===== config.mk =====
export PLATFORM = sky130hd
export DESIGN_NAME = dbg_executor
export DESIGN_NICKNAME = d
export VERILOG_FILES = /design/src/rtl/dbg_pkg.sv /design/src/rtl/dbg_resp_shifter.sv /design/src/rtl/dbg_executor.sv
export SDC_FILE = /design/constraint.sdc
export NUM_CORES = 1
export LEC_CHECK = 0
export ABC_AREA = 1
export BUFFER_PORTS_ARGS = -buffer_cell sky130_fd_sc_hd__buf_2
export CAP_MARGIN = 20
export CORE_MARGIN = 2
export CORE_UTILIZATION = 25
export DETAILED_ROUTE_END_ITERATION = 7
export GPL_TIMING_DRIVEN = 1
export PLACE_DENSITY_LB_ADDON = 0.15
export SLEW_MARGIN = 40
export SYNTH_ARGS = -nofsm -noshare
export SYNTH_HDL_FRONTEND = slang
export SYNTH_SLANG_ARGS = --single-unit

===== constraint.sdc =====
create_clock -name clk -period 1.58 [get_ports clk]
set_input_delay 0.158 -clock clk [delete_from_list [all_inputs] [get_ports clk]]
set_output_delay 0.158 -clock clk [all_outputs]
set_load 0.02 [all_outputs]

===== src/rtl/dbg_pkg.sv =====
// Shared opcode, status and state definitions for the debug command executor.
package dbg_pkg;

    typedef enum logic [7:0] {
        OP_READ  = 8'h01,
        OP_WRITE = 8'h02,
        OP_PING  = 8'h03
    } dbg_op_e;

    localparam logic [7:0] STS_OK      = 8'h00;
    localparam logic [7:0] STS_BUSERR  = 8'h01;
    localparam logic [7:0] STS_TIMEOUT = 8'h02;
    localparam logic [7:0] STS_BADOP   = 8'h03;

    typedef logic [1:0] state_t;

    localparam state_t ST_IDLE        = 2'd0;
    localparam state_t ST_BUS         = 2'd1;
    localparam state_t ST_RESP_STATUS = 2'd2;
    localparam state_t ST_RESP_DATA   = 2'd3;

    function automatic logic is_bus_op(input logic [7:0] op);
        return (op == OP_READ) || (op == OP_WRITE);
    endfunction

endpackage


===== src/rtl/dbg_resp_shifter.sv =====
// Holds a captured read word and hands it out one byte at a time, MSB first.
module dbg_resp_shifter import dbg_pkg::*; #(
    parameter int NBytes = 4
) (
    input  logic                  clk,
    input  logic                  rst_n,
    input  logic                  load,
    input  logic [NBytes*8-1:0]   word_in,
    input  logic                  shift,
    output logic [7:0]            byte_out,
    output logic                  last
);

    localparam int W    = NBytes * 8;
    localparam int CntW = $clog2(NBytes + 1);

    logic [W-1:0]    word_q, word_d;
    logic [CntW-1:0] cnt_q, cnt_d;

    always_comb begin
        word_d = word_q;
        cnt_d  = cnt_q;
        if (load) begin
            word_d = word_in;
            cnt_d  = CntW'(NBytes);
        end else if (shift && (cnt_q != '0)) begin
            word_d = word_q << 8;
            cnt_d  = cnt_q - CntW'(1);
        end
    end

    always_ff @(posedge clk or negedge rst_n) begin
        if (!rst_n) begin
            word_q <= '0;
            cnt_q  <= '0;
        end else begin
            word_q <= word_d;
            cnt_q  <= cnt_d;
        end
    end

    assign byte_out = word_q[W-1 -: 8];
    assign last     = (cnt_q == CntW'(1));

endmodule


===== src/rtl/dbg_executor.sv =====
// Executes decoded debug commands on a simple request/ack bus and streams
// a status byte (plus read data) back through a byte transmitter.
module dbg_executor import dbg_pkg::*; #(
    parameter int AdrW       = 4,
    parameter int DatW       = 4,
    parameter int BusTimeout = 255
) (
    input  logic                clk,
    input  logic                rst_n,
    input  logic                cmd_valid,
    output logic                cmd_ready,
    input  logic [7:0]          cmd_opcode,
    input  logic [AdrW*8-1:0]   cmd_addr,
    input  logic [DatW*8-1:0]   cmd_wdata,
    output logic                bus_req,
    output logic                bus_we,
    output logic [AdrW*8-1:0]   bus_addr,
    output logic [DatW*8-1:0]   bus_wdata,
    input  logic                bus_ack,
    input  logic                bus_err,
    input  logic [DatW*8-1:0]   bus_rdata,
    output logic                tx_valid,
    output logic [7:0]          tx_data,
    input  logic                tx_ready,
    output logic                busy,
    output logic                timeout_pulse
);

    localparam int AW   = AdrW * 8;
    localparam int DW   = DatW * 8;
    localparam int CntW = $clog2(BusTimeout + 1);
    localparam logic [CntW:0] CntLim = (CntW + 1)'(BusTimeout);

    state_t          state_q, state_d;
    logic [7:0]      op_q, op_d;
    logic [AW-1:0]   addr_q, addr_d;
    logic [DW-1:0]   wdata_q, wdata_d;
    logic [7:0]      status_q, status_d;
    logic [CntW-1:0] cnt_q, cnt_d;
    logic            tp_q, tp_d;

    logic            sh_load, sh_shift, sh_last;
    logic [7:0]      sh_byte;
    logic [CntW:0]   cnt_inc;

    // One extra bit so the limit compare cannot alias when the counter is full.
    assign cnt_inc = {1'b0, cnt_q} + {{CntW{1'b0}}, 1'b1};

    always_comb begin
        state_d  = state_q;
        op_d     = op_q;
        addr_d   = addr_q;
        wdata_d  = wdata_q;
        status_d = status_q;
        cnt_d    = cnt_q;
        tp_d     = 1'b0;
        sh_load  = 1'b0;
        sh_shift = 1'b0;
        case (state_q)
            ST_IDLE: begin
                if (cmd_valid) begin
                    op_d    = cmd_opcode;
                    addr_d  = cmd_addr;
                    wdata_d = cmd_wdata;
                    cnt_d   = '0;
                    if (is_bus_op(cmd_opcode)) begin
                        state_d = ST_BUS;
                    end else begin
                        state_d  = ST_RESP_STATUS;
                        status_d = (cmd_opcode == OP_PING) ? STS_OK : STS_BADOP;
                    end
                end
            end
            ST_BUS: begin
                if (bus_err) begin
                    status_d = STS_BUSERR;
                    state_d  = ST_RESP_STATUS;
                end else if (bus_ack) begin
                    status_d = STS_OK;
                    sh_load  = (op_q == OP_READ);
                    state_d  = ST_RESP_STATUS;
                end else if (cnt_inc == CntLim) begin
                    status_d = STS_TIMEOUT;
                    tp_d     = 1'b1;
                    state_d  = ST_RESP_STATUS;
                end else begin
                    cnt_d = cnt_inc[CntW-1:0];
                end
            end
            ST_RESP_STATUS: begin
                if (tx_ready) begin
                    state_d = ((op_q == OP_READ) && (status_q == STS_OK)) ? ST_RESP_DATA : ST_IDLE;
                end
            end
            ST_RESP_DATA: begin
                if (tx_ready) begin
                    sh_shift = 1'b1;
                    if (sh_last) begin
                        state_d = ST_IDLE;
                    end
                end
            end
            default: state_d = ST_IDLE;
        endcase
    end

    always_ff @(posedge clk or negedge rst_n) begin
        if (!rst_n) begin
            state_q  <= ST_IDLE;
            op_q     <= '0;
            addr_q   <= '0;
            wdata_q  <= '0;
            status_q <= '0;
            cnt_q    <= '0;
            tp_q     <= 1'b0;
        end else begin
            state_q  <= state_d;
            op_q     <= op_d;
            addr_q   <= addr_d;
            wdata_q  <= wdata_d;
            status_q <= status_d;
            cnt_q    <= cnt_d;
            tp_q     <= tp_d;
        end
    end

    dbg_resp_shifter #(
        .NBytes (DatW)
    ) u_resp_shifter (
        .clk      (clk),
        .rst_n    (rst_n),
        .load     (sh_load),
        .word_in  (bus_rdata),
        .shift    (sh_shift),
        .byte_out (sh_byte),
        .last     (sh_last)
    );

    always_comb begin
        tx_data = 8'h00;
        if (state_q == ST_RESP_STATUS) begin
            tx_data = status_q;
        end else if (state_q == ST_RESP_DATA) begin
            tx_data = sh_byte;
        end
    end

    assign cmd_ready     = (state_q == ST_IDLE);
    assign busy          = (state_q != ST_IDLE);
    assign bus_req       = (state_q == ST_BUS);
    assign bus_we        = bus_req && (op_q == OP_WRITE);
    assign bus_addr      = addr_q;
    assign bus_wdata     = wdata_q;
    assign tx_valid      = (state_q == ST_RESP_STATUS) || (state_q == ST_RESP_DATA);
    assign timeout_pulse = tp_q;

endmodule


==> metrics.csv, run 1 <==
stage,metric,value,unit
finish,area growth from synthesis to layout,74.9,%
grt,total track usage,13.7,%
clock_network,CTS sink count,120,
timing,Setup Skew,0.0105,ns
route,Via density,4.29,
placed_design,port bufs,187,
floorplan,die width,148,um
timing,final setup fails,15,
setup_path,CP Buf/Inv Count,2,
setup_path,CP top delay family,simple AND/OR/NAND/NOR gates,
floorplan,Boundary Pins,188,
finish,multi-input logic area,0.00230,mm^2
synth,top cell type's share of synthesized area,57.6,%
grt,first-pass GRT wire length,24200,um
timing,crit share post-route,103,%
timing,fmax,0.616,GHz
route,vias,4780,
floorplan,Die Ht,148,um
synth,number of distinct library cells after synthesis,32,
timing,Worst-Margin Slew,0.464,ns
power_and_ir_drop,Power Density,1500,mW/mm^2
timing,final worst slack,-0.0425,ns
grt,GR Overflow Total,0,
timing,Final Hold Vio Count,0,
grt,antenna violations before repair,0,
grt,number of global-route vias before repair,5092,
synth,Mapped Cells,485,
clock_network,clk_lat worst skew,0.41,ns
setup_path,Arrival @ worst endpoint,1.96,ns
finish,# diodes,0,
timing,Min Hold Slack,0.0193,ns
clock_network,TritonCTS clock tree,yes,
timing,clock period minus worst slack,1.62,ns
power_and_ir_drop,Max VDD drop,0.000981,V
floorplan,die area,0.0220,mm^2
status,run status,"finished, violations left",
timing,RSZ-0062 raised after global routing,yes,
clock_network,"Reg clk slew, reported paths",0.06,ns
floorplan,row cnt,52,
synth,sequential area share after synthesis,57.6,%
setup_path,Setup crit start kind,register,
finish,nets,945,
placed_design,DP HPWL,9930,um
floorplan,Initial Util,25.6,%
placed_design,GPL Wtd Cong,0.761,
grt,largest net degree at the start of global routing,36,
synth,number of synthesis warnings,0,
finish,final core area utilization,44.8,%
synth,Mapped Nets,600,
setup_path,crit path cell chain,buf_6 > inv_2 > ha_4 > nand3_1 > nor2_2 > nand3_4 > o21ai_4 > nand2_1 > nand2_1,
min_path,Hold Crit Class,input pin to register,
route,residual DRC count,0,
status,failing checks,negative setup slack,
finish,Filler cells,1912,
synth,post-synthesis cell area,0.00522,mm^2
clock_network,CTS root buf,clkbuf_16,
clock_network,CTS H-Tree Depth,4,
setup_path,most frequent CP cell,nand2_1,
finish,layout cells sized above 1,48.0,%
timing,setup tns final,-0.321,ns
setup_path,Worst path max stage delay,0.42,ns
setup_path,crit end category,register,
clock_network,Num CTS Buffers,17,
setup_path,largest fanout on the critical path,8,
clock_network,maximum root-to-sink buffer count,2,
placed_design,Placement Setup Slack,-0.127,ns
finish,"commonest non-fill, non-tap cells in the layout","175 x buf_2, 119 x dfrtp_1, 100 x dlygate4sd3_1, 96 x nand2_1, 67 x mux2_2",
synth,Synth area leaders,"dfrtp_1 58%, mux2_2 15%, nand2_1 7.4%, nand3_1 4.4%, inv_1 2.4%",
setup_path,worst path required time,1.92,ns
synth,"Avg Cell Area, Syn",10.8,um^2
route,initial DRC count,169,
finish,"most common cell after layout, fill and taps aside",buf_2,
setup_path,worst setup path category,register to register,
route,Avg WL per Cell,14.3,um
timing,Slew headroom,69.1,%
power_and_ir_drop,LEAKAGE,4.34,nW
flow_run,number of max-cap violations,0,
timing,pins over their slew limit,0,
setup_path,slowest CP cell,dfrtp_1,
route,Pre-antenna DRT Iters,4,
floorplan,core area,0.0204,mm^2
route,final antenna-violating net count,0,
finish,register area,0.00300,mm^2
synth,"FF+latch count, synth",120,
synth,Synth area leader,dfrtp_1,
route,Total Wirelength,15900,um
-- report_power, final --
part / internal [mW] / total (mW) / switching, mW
Sequential: 4.06 / 4.60 / 0.535
Combinational: 2.46 / 5.20 / 2.74
Clock: 2.42 / 3.89 / 1.47
-- area by class of cell --
class                      count  area share [%]
clock buffer                  19            4.96
clock inverter                13            1.58
inverter                      38            1.67
multi-input combinational    309            25.2
sequential                   120            32.9
tap                          270            3.70
timing repair buffer         344            30.0
-- sequential cells by signal (all words and copies together), names as in the netlist, 2 cells and up --
| name | cells |
|---|---|
| state_q | 2 |
| u_resp_shifter.cnt_q | 3 |
| bus_addr | 32 |
| u_resp_shifter.word_q | 32 |
| bus_wdata | 32 |
| cnt_q | 8 |
| status_q | 2 |
| op_q | 8 |
-- metal layers --
layer,global-route usage (%),vias to the layer above,wire length [um]
met5,0,-,0
met3,4.45,14,868
met2,23.3,139,8130
met4,4.29,0,184
met1,16.4,2305,6720
li1,-,2322,-
-- per-stage QoR --
step	total power, mW	instances	area (um^2)
after floorplan	7.22	485	5240
after global placement	8.84	960	6770
after detailed placement	8.91	960	6770
after CTS	13.3	1097	8560
after global routing	14.5	1113	9130
final	13.7	1113	9130
-- cells in the mapped netlist --
master	number
a21oi_1	6
buf_2	12
buf_4	4
clkbuf_1	4
dfrtp_1	120
ha_1	5
inv_1	33
inv_2	5
mux2_2	68
nand2_1	103
nand2_2	3
nand3_1	46
nand3_4	1
nand3b_1	1
nand4_1	7
nor2_1	19
nor2_2	2
nor2_4	2
nor3_1	3
nor3_4	1
nor3b_1	1
nor3b_2	1
nor4_1	1
o211ai_1	14
o21ai_0	8
o21ai_1	9
o21ai_2	1
o21bai_2	1
or2_1	1
or2_2	1
xnor2_1	1
xor2_1	1
-- final timing paths --
check                      slack [ns]  cells after the start                    start                   endpoint
max                             -0.04                      9                 cnt_q[0]                   cnt_q[2]
min                              0.02                      3            bus_rdata[23]  u_resp_shifter.word_q[23]
max reg2reg                     -0.04                      9                 cnt_q[0]                   cnt_q[2]
min reg2reg                      0.49                      2  u_resp_shifter.cnt_q[2]    u_resp_shifter.cnt_q[2]
max in group asynchronous        0.77                      3                    rst_n               bus_addr[27]
min in group asynchronous        0.25                      2                    rst_n                bus_addr[5]
-- cells by family after synthesis --
group / count (synthesis) / synth area share [%]
AOI/OAI and AO/OA: 39 / 4.60
DFF: 120 / 57.6
buffers and inverters: 58 / 4.75
adders and majority gates: 5 / 1.20
xor gates and xnor gates: 2 / 0.336
and+or+nand+nor: 193 / 16.9
muxes: 68 / 14.7
-- worst register-to-register path: stages, from the launching register on --
cell	delay [ns]
dfrtp_1	0.42
buf_6	0.15
inv_2	0.08
ha_4	0.14
nand3_1	0.08
nor2_2	0.16
nand3_4	0.12
o21ai_4	0.26
nand2_1	0.08
nand2_1	0.07
-- timing repair --
item                                    CTS  global route
endpoints found under the setup margin   56           103
hold buffers                            100             0
setup buffers                             5             6
pin swaps                                10            18
hold endpoints to repair                126             0
resized for setup                        40            74
cloned                                    0            11
Note: power is estimated with default switching activity, not from simulation.
==> inputs of run 2 (changes only) <==
--- a/config.mk
+++ b/config.mk
@@ -5,7 +5,6 @@
 export SDC_FILE = /design/constraint.sdc
 export NUM_CORES = 1
 export LEC_CHECK = 0
-export ABC_AREA = 1
 export BUFFER_PORTS_ARGS = -buffer_cell sky130_fd_sc_hd__buf_2
 export CAP_MARGIN = 20
 export CORE_MARGIN = 2
==> metrics.csv, run 2 <==
stage,metric,value,unit,change
status,run status,"finished, violations left",,
status,failing checks,negative setup slack,,
timing,final setup fails,132,,+117
placed_design,DP HPWL,10600,um,+6.8%
flow_run,number of max-cap violations,0,,unchanged
synth,most common flop cell mapped by yosys,dfrtp_1,,
floorplan,Initial Util,25.7,%,+0.031 points
setup_path,Arrival @ worst endpoint,2.26,ns,+0.30 ns
synth,Mapped Nets,554,,-7.7%
setup_path,Setup crit start kind,register,,
synth,Synth top cells by count,"120 x dfrtp_1, 73 x nand2_1, 72 x mux2_2",,
clock_network,clk_lat worst skew,0.41,ns,about the same
synth,Mapped Cells,439,,-9.5%
clock_network,CTS sink count,120,,unchanged
synth,Synth area leaders,"dfrtp_1 57%, mux2_2 16%, nand2_1 5.2%, a22oi_1 3.3%, o21ai_0 1.5%",,
synth,number of synthesized flops with an enable pin,0,,unchanged
clock_network,"Reg clk slew, reported paths",0.06,ns,about the same
grt,antenna violations before repair,3,,+3
power_and_ir_drop,LEAKAGE,4.80,nW,+11%
grt,first-pass GRT wire length,26300,um,+8.8%
placed_design,Placement Setup Slack,-0.368,ns,-0.240 ns
setup_path,Worst path max stage delay,0.56,ns,+0.14 ns
floorplan,core area,0.0204,mm^2,unchanged
power_and_ir_drop,clock network fraction of total power,25.0,%,-3.4 points
route,initial DRC count,190,,+12%
synth,"Avg Cell Area, Syn",11.9,um^2,+11%
floorplan,Die Ht,149,um,about the same
setup_path,largest fanout on the critical path,6,,-2
floorplan,row cnt,52,,unchanged
clock_network,TritonCTS clock tree,yes,,
synth,number of distinct library cells after synthesis,48,,+50%
clock_network,Num CTS Buffers,17,,unchanged
grt,GR Overflow Total,0,,unchanged
min_path,Hold Crit Class,input pin to register,,
placed_design,GPL Wtd Cong,0.822,,+8.1%
timing,RSZ-0062 raised after global routing,yes,,
synth,sequential area share after synthesis,57.5,%,-0.069 points
power_and_ir_drop,Logic pwr share,45.5,%,+7.5 points
route,final antenna-violating net count,0,,unchanged
power_and_ir_drop,Power Density,1680,mW/mm^2,+12%
timing,fmax,0.524,GHz,-15%
finish,multi-input logic area,0.00267,mm^2,+16%
setup_path,crit path cell chain,or4b_4 > a311oi_2 > a21o_4 > buf_6 > o22ai_2 > a21bo_2,,
timing,crit share post-route,121,%,+18 points
setup_path,worst path required time,1.93,ns,about the same
power_and_ir_drop,Sw Share,33.7,%,-0.99 points
timing,Setup Skew,0.0102,ns,-0.000323 ns
setup_path,crit end category,register,,
finish,nets,926,,-2.0%
clock_network,CTS H-Tree Depth,4,,unchanged
finish,area growth from synthesis to layout,88.8,%,
synth,"FF+latch count, synth",120,,unchanged
synth,Synth area leader,dfrtp_1,,
timing,Final Hold Vio Count,0,,unchanged
finish,Filler cells,1781,,-6.9%
setup_path,reg2reg start,state_q[1],,
timing,pins over their slew limit,0,,unchanged
route,Avg WL per Cell,15.8,um,+11%
timing,Slew headroom,73.1,%,+4.0 points
route,Via density,4.35,,+1.3%
timing,Min Hold Slack,0.0214,ns,+0.00210 ns
setup_path,R2R depth,6,,-3
finish,"commonest non-fill, non-tap cells in the layout","174 x buf_2, 118 x dfrtp_1, 102 x dlygate4sd3_1, 73 x mux2_4, 71 x nand2_1",,
clock_network,CTS root buf,clkbuf_16,,
floorplan,die width,149,um,about the same
synth,top cell type's share of synthesized area,57.5,%,-0.069 points
synth,top-count cell post-synth,dfrtp_1,,
synth,post-synthesis cell area,0.00522,mm^2,+0.12%
finish,"most common cell after layout, fill and taps aside",buf_2,,
setup_path,Worst R2R End,cnt_q[3],,
timing,final worst slack,-0.328,ns,-0.285 ns
setup_path,slowest CP cell,or4b_4,,
synth,share of async-settable or async-resettable flops after synthesis,100,%,unchanged
clock_network,maximum root-to-sink buffer count,2,,unchanged
route,Total Wirelength,17300,um,+8.9%
power_and_ir_drop,P_sw,5.60,mW,+18%
min_path,min-delay src,cmd_opcode[3],,
min_path,hold endpoint,op_q[3],,
timing,clock period minus worst slack,1.91,ns,+0.285 ns
route,vias,4769,,-0.23%
placed_design,port bufs,187,,unchanged
power_and_ir_drop,Max VDD drop,0.000721,V,-26%
synth,number of synthesis warnings,0,,unchanged
setup_path,r2r setup slk,-0.33,ns,-0.29 ns
min_path,Hold Path Stages,2,,-1
grt,total track usage,15.3,%,+1.6 points
finish,register area,0.00301,mm^2,about the same
power_and_ir_drop,Seq pwr share,29.5,%,-4.1 points
floorplan,Boundary Pins,188,,unchanged
timing,Worst-Margin Slew,0.403,ns,-0.0605 ns
power_and_ir_drop,Int Pwr,11.0,mW,+23%
floorplan,die area,0.0221,mm^2,+0.11%
setup_path,worst setup path category,register to register,,
route,residual DRC count,0,,unchanged
finish,layout cells sized above 1,52.4,%,+4.4 points
grt,largest net degree at the start of global routing,49,,+36%
grt,number of global-route vias before repair,5160,,+1.3%
timing,setup tns final,-24.06,ns,-23.74 ns
route,Pre-antenna DRT Iters,4,,unchanged
run 2: changes by cell type after synthesis, moves of 5 or more:
cell	change
nor2_1	-6
nand2_1	-30
clkbuf_1	+9
inv_2	-5
inv_1	-23
nand3_1	-42
o211ai_1	-14
nor2b_1	+7
a22oi_1	+23
o21ai_1	-9
and3_1	+8
o21ai_0	+8
run 2: metrics by stage:
step	instances	power, mW	utilization [%]	instance area [um^2]
floorplan	439	8.93	-	5720
global placement	927	10.9	35.6	7250
detailed placement	927	10.9	35.6	7250
CTS	1089	16.5	47.2	9610
global route	1094	17.5	48.4	9860
finish	1096	16.6	48.4	9860
run 2: cell families after synthesis:
kind of cell | share of synthesized area [%]
simple gates | 11.5
buf+inv | 3.02
compound gates | 9.37
mux | 16.6
fa+ha+maj | 1.20
xor+xnor | 0.838
flops | 57.5
run 2: timing repair:
action                     4_1_cts  5_1_grt
gates cloned                     7        3
gates resized for setup         68       67
hold endpoints to repair       126        0
pin swaps                       20       16
hold buffers                   102        0
buffers inserted                23       15
setup endpoints to repair      121      132
run 2: power groups by stage:
stage / Clock, mW / Sequential, mW / Combinational (mW)
5_1_grt: 4.43 / 5.05 / 8.01
6_report: 4.15 / 4.90 / 7.56
2_1_floorplan: 0 / 5.91 / 3.02
4_1_cts: 4.25 / 4.86 / 7.35
3_3_place_gp: 0 / 4.84 / 6.04
3_5_place_dp: 0 / 4.88 / 6.07
run 2: layout make-up:
type	instances	share of cell area, %
diodes	2	0.0507
clock buffers	19	4.39
clock inverters	13	1.98
inverters	10	0.431
multi-input cells	283	27.1
flip-flops and latches	120	30.5
well taps	270	3.43
repair buffers	379	32.1
run 2: routing by layer:
metal | global-route usage [%] | part of all wire [%] | vias to the layer above
met5 | 0 | 0.064 | -
met4 | 3.86 | 0.94 | 2
met3 | 5.06 | 6.4 | 17
met2 | 26.5 | 49 | 154
met1 | 18.2 | 43 | 2302
li1 | - | - | 2294
run 2: worst max-delay path by stage:
stage	startpoint	end	slack [ns]
2_1_floorplan	state_q[0]	cnt_q[0]	-0.26
3_3_place_gp	state_q[1]	cnt_q[4]	-0.31
3_5_place_dp	state_q[1]	cnt_q[3]	-0.37
4_1_cts	op_q[3]	bus_we	-0.33
5_1_grt	state_q[1]	bus_we	-0.39
6_report	state_q[1]	cnt_q[3]	-0.33
run 2: critical path: cells and delay by family (launching register included):
family	cells	cell delay, ns
compound gates	4	0.74
simple gates	1	0.56
buf+inv	1	0.14
flops	1	0.42
==> inputs of run 3 (changes only) <==
--- a/config.mk
+++ b/config.mk
@@ -5,7 +5,8 @@
 export SDC_FILE = /design/constraint.sdc
 export NUM_CORES = 1
 export LEC_CHECK = 0
-export BUFFER_PORTS_ARGS = -buffer_cell sky130_fd_sc_hd__buf_2
+export ABC_AREA = 0
+export BUFFER_PORTS_ARGS = -buffer_cell sky130_fd_sc_hd__buf_4
 export CAP_MARGIN = 20
 export CORE_MARGIN = 2
 export CORE_UTILIZATION = 25
==> metrics.csv, run 3 (synthesis results as in run 2) <==
stage,metric,value,unit,change
timing,setup tns final,-28.79,ns,-4.73 ns
setup_path,CP top delay family,simple AND/OR/NAND/NOR gates,,
grt,number of global-route vias before repair,5300,,+2.7%
timing,Setup Skew,0.00753,ns,-0.00266 ns
route,Total Wirelength,18200,um,+4.8%
route,Pre-antenna DRT Iters,4,,unchanged
setup_path,crit end category,register,,
floorplan,core area,0.0204,mm^2,unchanged
power_and_ir_drop,LEAKAGE,5.08,nW,+5.8%
finish,"most common cell after layout, fill and taps aside",buf_4,,
route,Avg WL per Cell,16.5,um,+4.3%
timing,Worst-Margin Slew,0.497,ns,+0.0937 ns
setup_path,crit path cell chain,or4b_4 > a311oi_2 > a21o_2 > nor3_4 > mux2_4,,
timing,RSZ-0062 raised after global routing,yes,,
floorplan,die width,149,um,unchanged
route,vias,4922,,+3.2%
status,run status,"finished, violations left",,
timing,Slew headroom,66.0,%,-7.1 points
finish,# diodes,0,,-2
timing,pins over their slew limit,0,,unchanged
clock_network,clk_lat worst skew,0.41,ns,about the same
finish,area growth from synthesis to layout,104,%,
timing,clock period minus worst slack,1.94,ns,+0.0341 ns
placed_design,GPL Wtd Cong,0.806,,-2.0%
finish,multi-input logic area,0.00283,mm^2,+5.9%
grt,antenna violations before repair,0,,-3
status,failing checks,negative setup slack,,
clock_network,Num CTS Buffers,17,,unchanged
finish,Filler cells,1727,,-3.0%
grt,largest net degree at the start of global routing,57,,+16%
setup_path,slowest CP cell,or4b_4,,
timing,final worst slack,-0.362,ns,-0.0341 ns
finish,nets,934,,+0.86%
route,initial DRC count,184,,-3.2%
timing,fmax,0.515,GHz,-1.8%
power_and_ir_drop,total power,17.3,mW,+4.4%
setup_path,Setup crit start kind,register,,
route,residual DRC count,0,,unchanged
grt,first-pass GRT wire length,28800,um,+9.7%
finish,layout cells sized above 1,59.6,%,+7.2 points
clock_network,TritonCTS clock tree,yes,,
route,Via density,4.47,,+2.6%
floorplan,die area,0.0221,mm^2,unchanged
setup_path,Worst path max stage delay,0.56,ns,about the same
floorplan,Initial Util,25.7,%,unchanged
clock_network,"Reg clk slew, reported paths",0.06,ns,about the same
setup_path,worst path required time,1.87,ns,-0.06 ns
placed_design,port bufs,187,,unchanged
clock_network,CTS H-Tree Depth,4,,unchanged
finish,register area,0.00301,mm^2,about the same
timing,Final Hold Vio Count,0,,unchanged
clock_network,maximum root-to-sink buffer count,2,,unchanged
min_path,Hold Crit Class,input pin to register,,
finish,"commonest non-fill, non-tap cells in the layout","212 x buf_4, 117 x dfrtp_1, 105 x dlygate4sd3_1, 73 x mux2_4, 39 x nand2_1",,
grt,GR Overflow Total,0,,unchanged
clock_network,CTS root buf,clkbuf_16,,
power_and_ir_drop,Power Density,1630,mW/mm^2,-3.2%
setup_path,CP Buf/Inv Count,0,,-1
timing,final setup fails,132,,unchanged
setup_path,Arrival @ worst endpoint,2.23,ns,-0.03 ns
route,final antenna-violating net count,0,,unchanged
placed_design,DP HPWL,10900,um,+2.4%
setup_path,worst setup path category,register to register,,
floorplan,row cnt,52,,unchanged
clock_network,CTS sink count,120,,unchanged
timing,crit share post-route,123,%,+2.2 points
setup_path,largest fanout on the critical path,6,,unchanged
grt,total track usage,16.7,%,+1.5 points
floorplan,Die Ht,149,um,unchanged
flow_run,number of max-cap violations,0,,unchanged
power_and_ir_drop,Max VDD drop,0.000798,V,+11%
floorplan,Boundary Pins,188,,unchanged
-- run 3: cell types whose count changed in the layout (fill, tap and decap cells not counted), sizes merged --
cell and delta:
bufbuf -1, diode -2, inv +1, buf +8
clkinvlp -1, clkbuf -2, dlygate4sd3 +3
-- run 3: worst paths after layout --
kind	startpoint	cells past startpoint	to	slack, ns
min	tx_ready	4	state_q[1]	0.13
max reg2reg	state_q[1]	5	cnt_q[0]	-0.36
min reg2reg	u_resp_shifter.word_q[24]	2	u_resp_shifter.word_q[24]	0.48
max	state_q[1]	5	cnt_q[0]	-0.36
min in group asynchronous	rst_n	2	bus_wdata[24]	0.26
max in group asynchronous	rst_n	3	bus_addr[1]	0.66
-- run 3: per-stage QoR --
| step | std cells | setup WS, ns | instance area (um^2) | utilization [%] | hold slack [ns] |
|---|---|---|---|---|---|
| floorplan | 439 | -0.257 | 5720 | - | -0.138 |
| global placement | 923 | -0.308 | 7690 | 37.7 | 0.118 |
| detailed placement | 923 | -0.350 | 7690 | 37.7 | 0.127 |
| CTS | 1104 | -0.335 | 10500 | 51.6 | 0.109 |
| global route | 1102 | -0.422 | 10600 | 52.2 | 0.115 |
| finish | 1102 | -0.362 | 10600 | 52.2 | 0.129 |
-- run 3: where the power goes --
group          leakage [nW]  internal [mW]  total (mW)  switching (mW)
sequential             1.50           4.21        4.96           0.751
combinational          3.28           4.71        8.17            3.46
clock                 0.305           2.70        4.22            1.51
total                  5.08           11.6        17.3            5.73
-- run 3: metal layers --
layer	vias to the layer above	wire, um	global-route usage, %
met1	2439	7800	21.4
li1	2312	-	-
met2	161	9150	28.4
met4	0	144	4.10
met5	-	0	0
met3	10	1070	4.39
-- run 3: cell type report --
type / instances / area share [%]
multi-input combinational: 283 / 26.6
clock inverter: 13 / 1.81
clock buffer: 19 / 4.16
timing repair buffer: 387 / 35.6
tap: 270 / 3.18
sequential: 120 / 28.3
inverter: 10 / 0.376
-- run 3: repair_timing --
item	4_1_cts	5_1_grt
gates cloned	14	1
endpoints found under the hold margin	130	0
pin swaps	43	56
resized for setup	118	70
setup endpoints to repair	117	132
hold buffers	105	0
setup buffers	33	8
-- run 3: tightest hold or removal path: cells and delay by family --
family	cells	cell delay [ns]
buffers and inverters	1	0.13
AND/OR/NAND/NOR	1	0.08
AO/OA/AOI/OAI	2	0.13
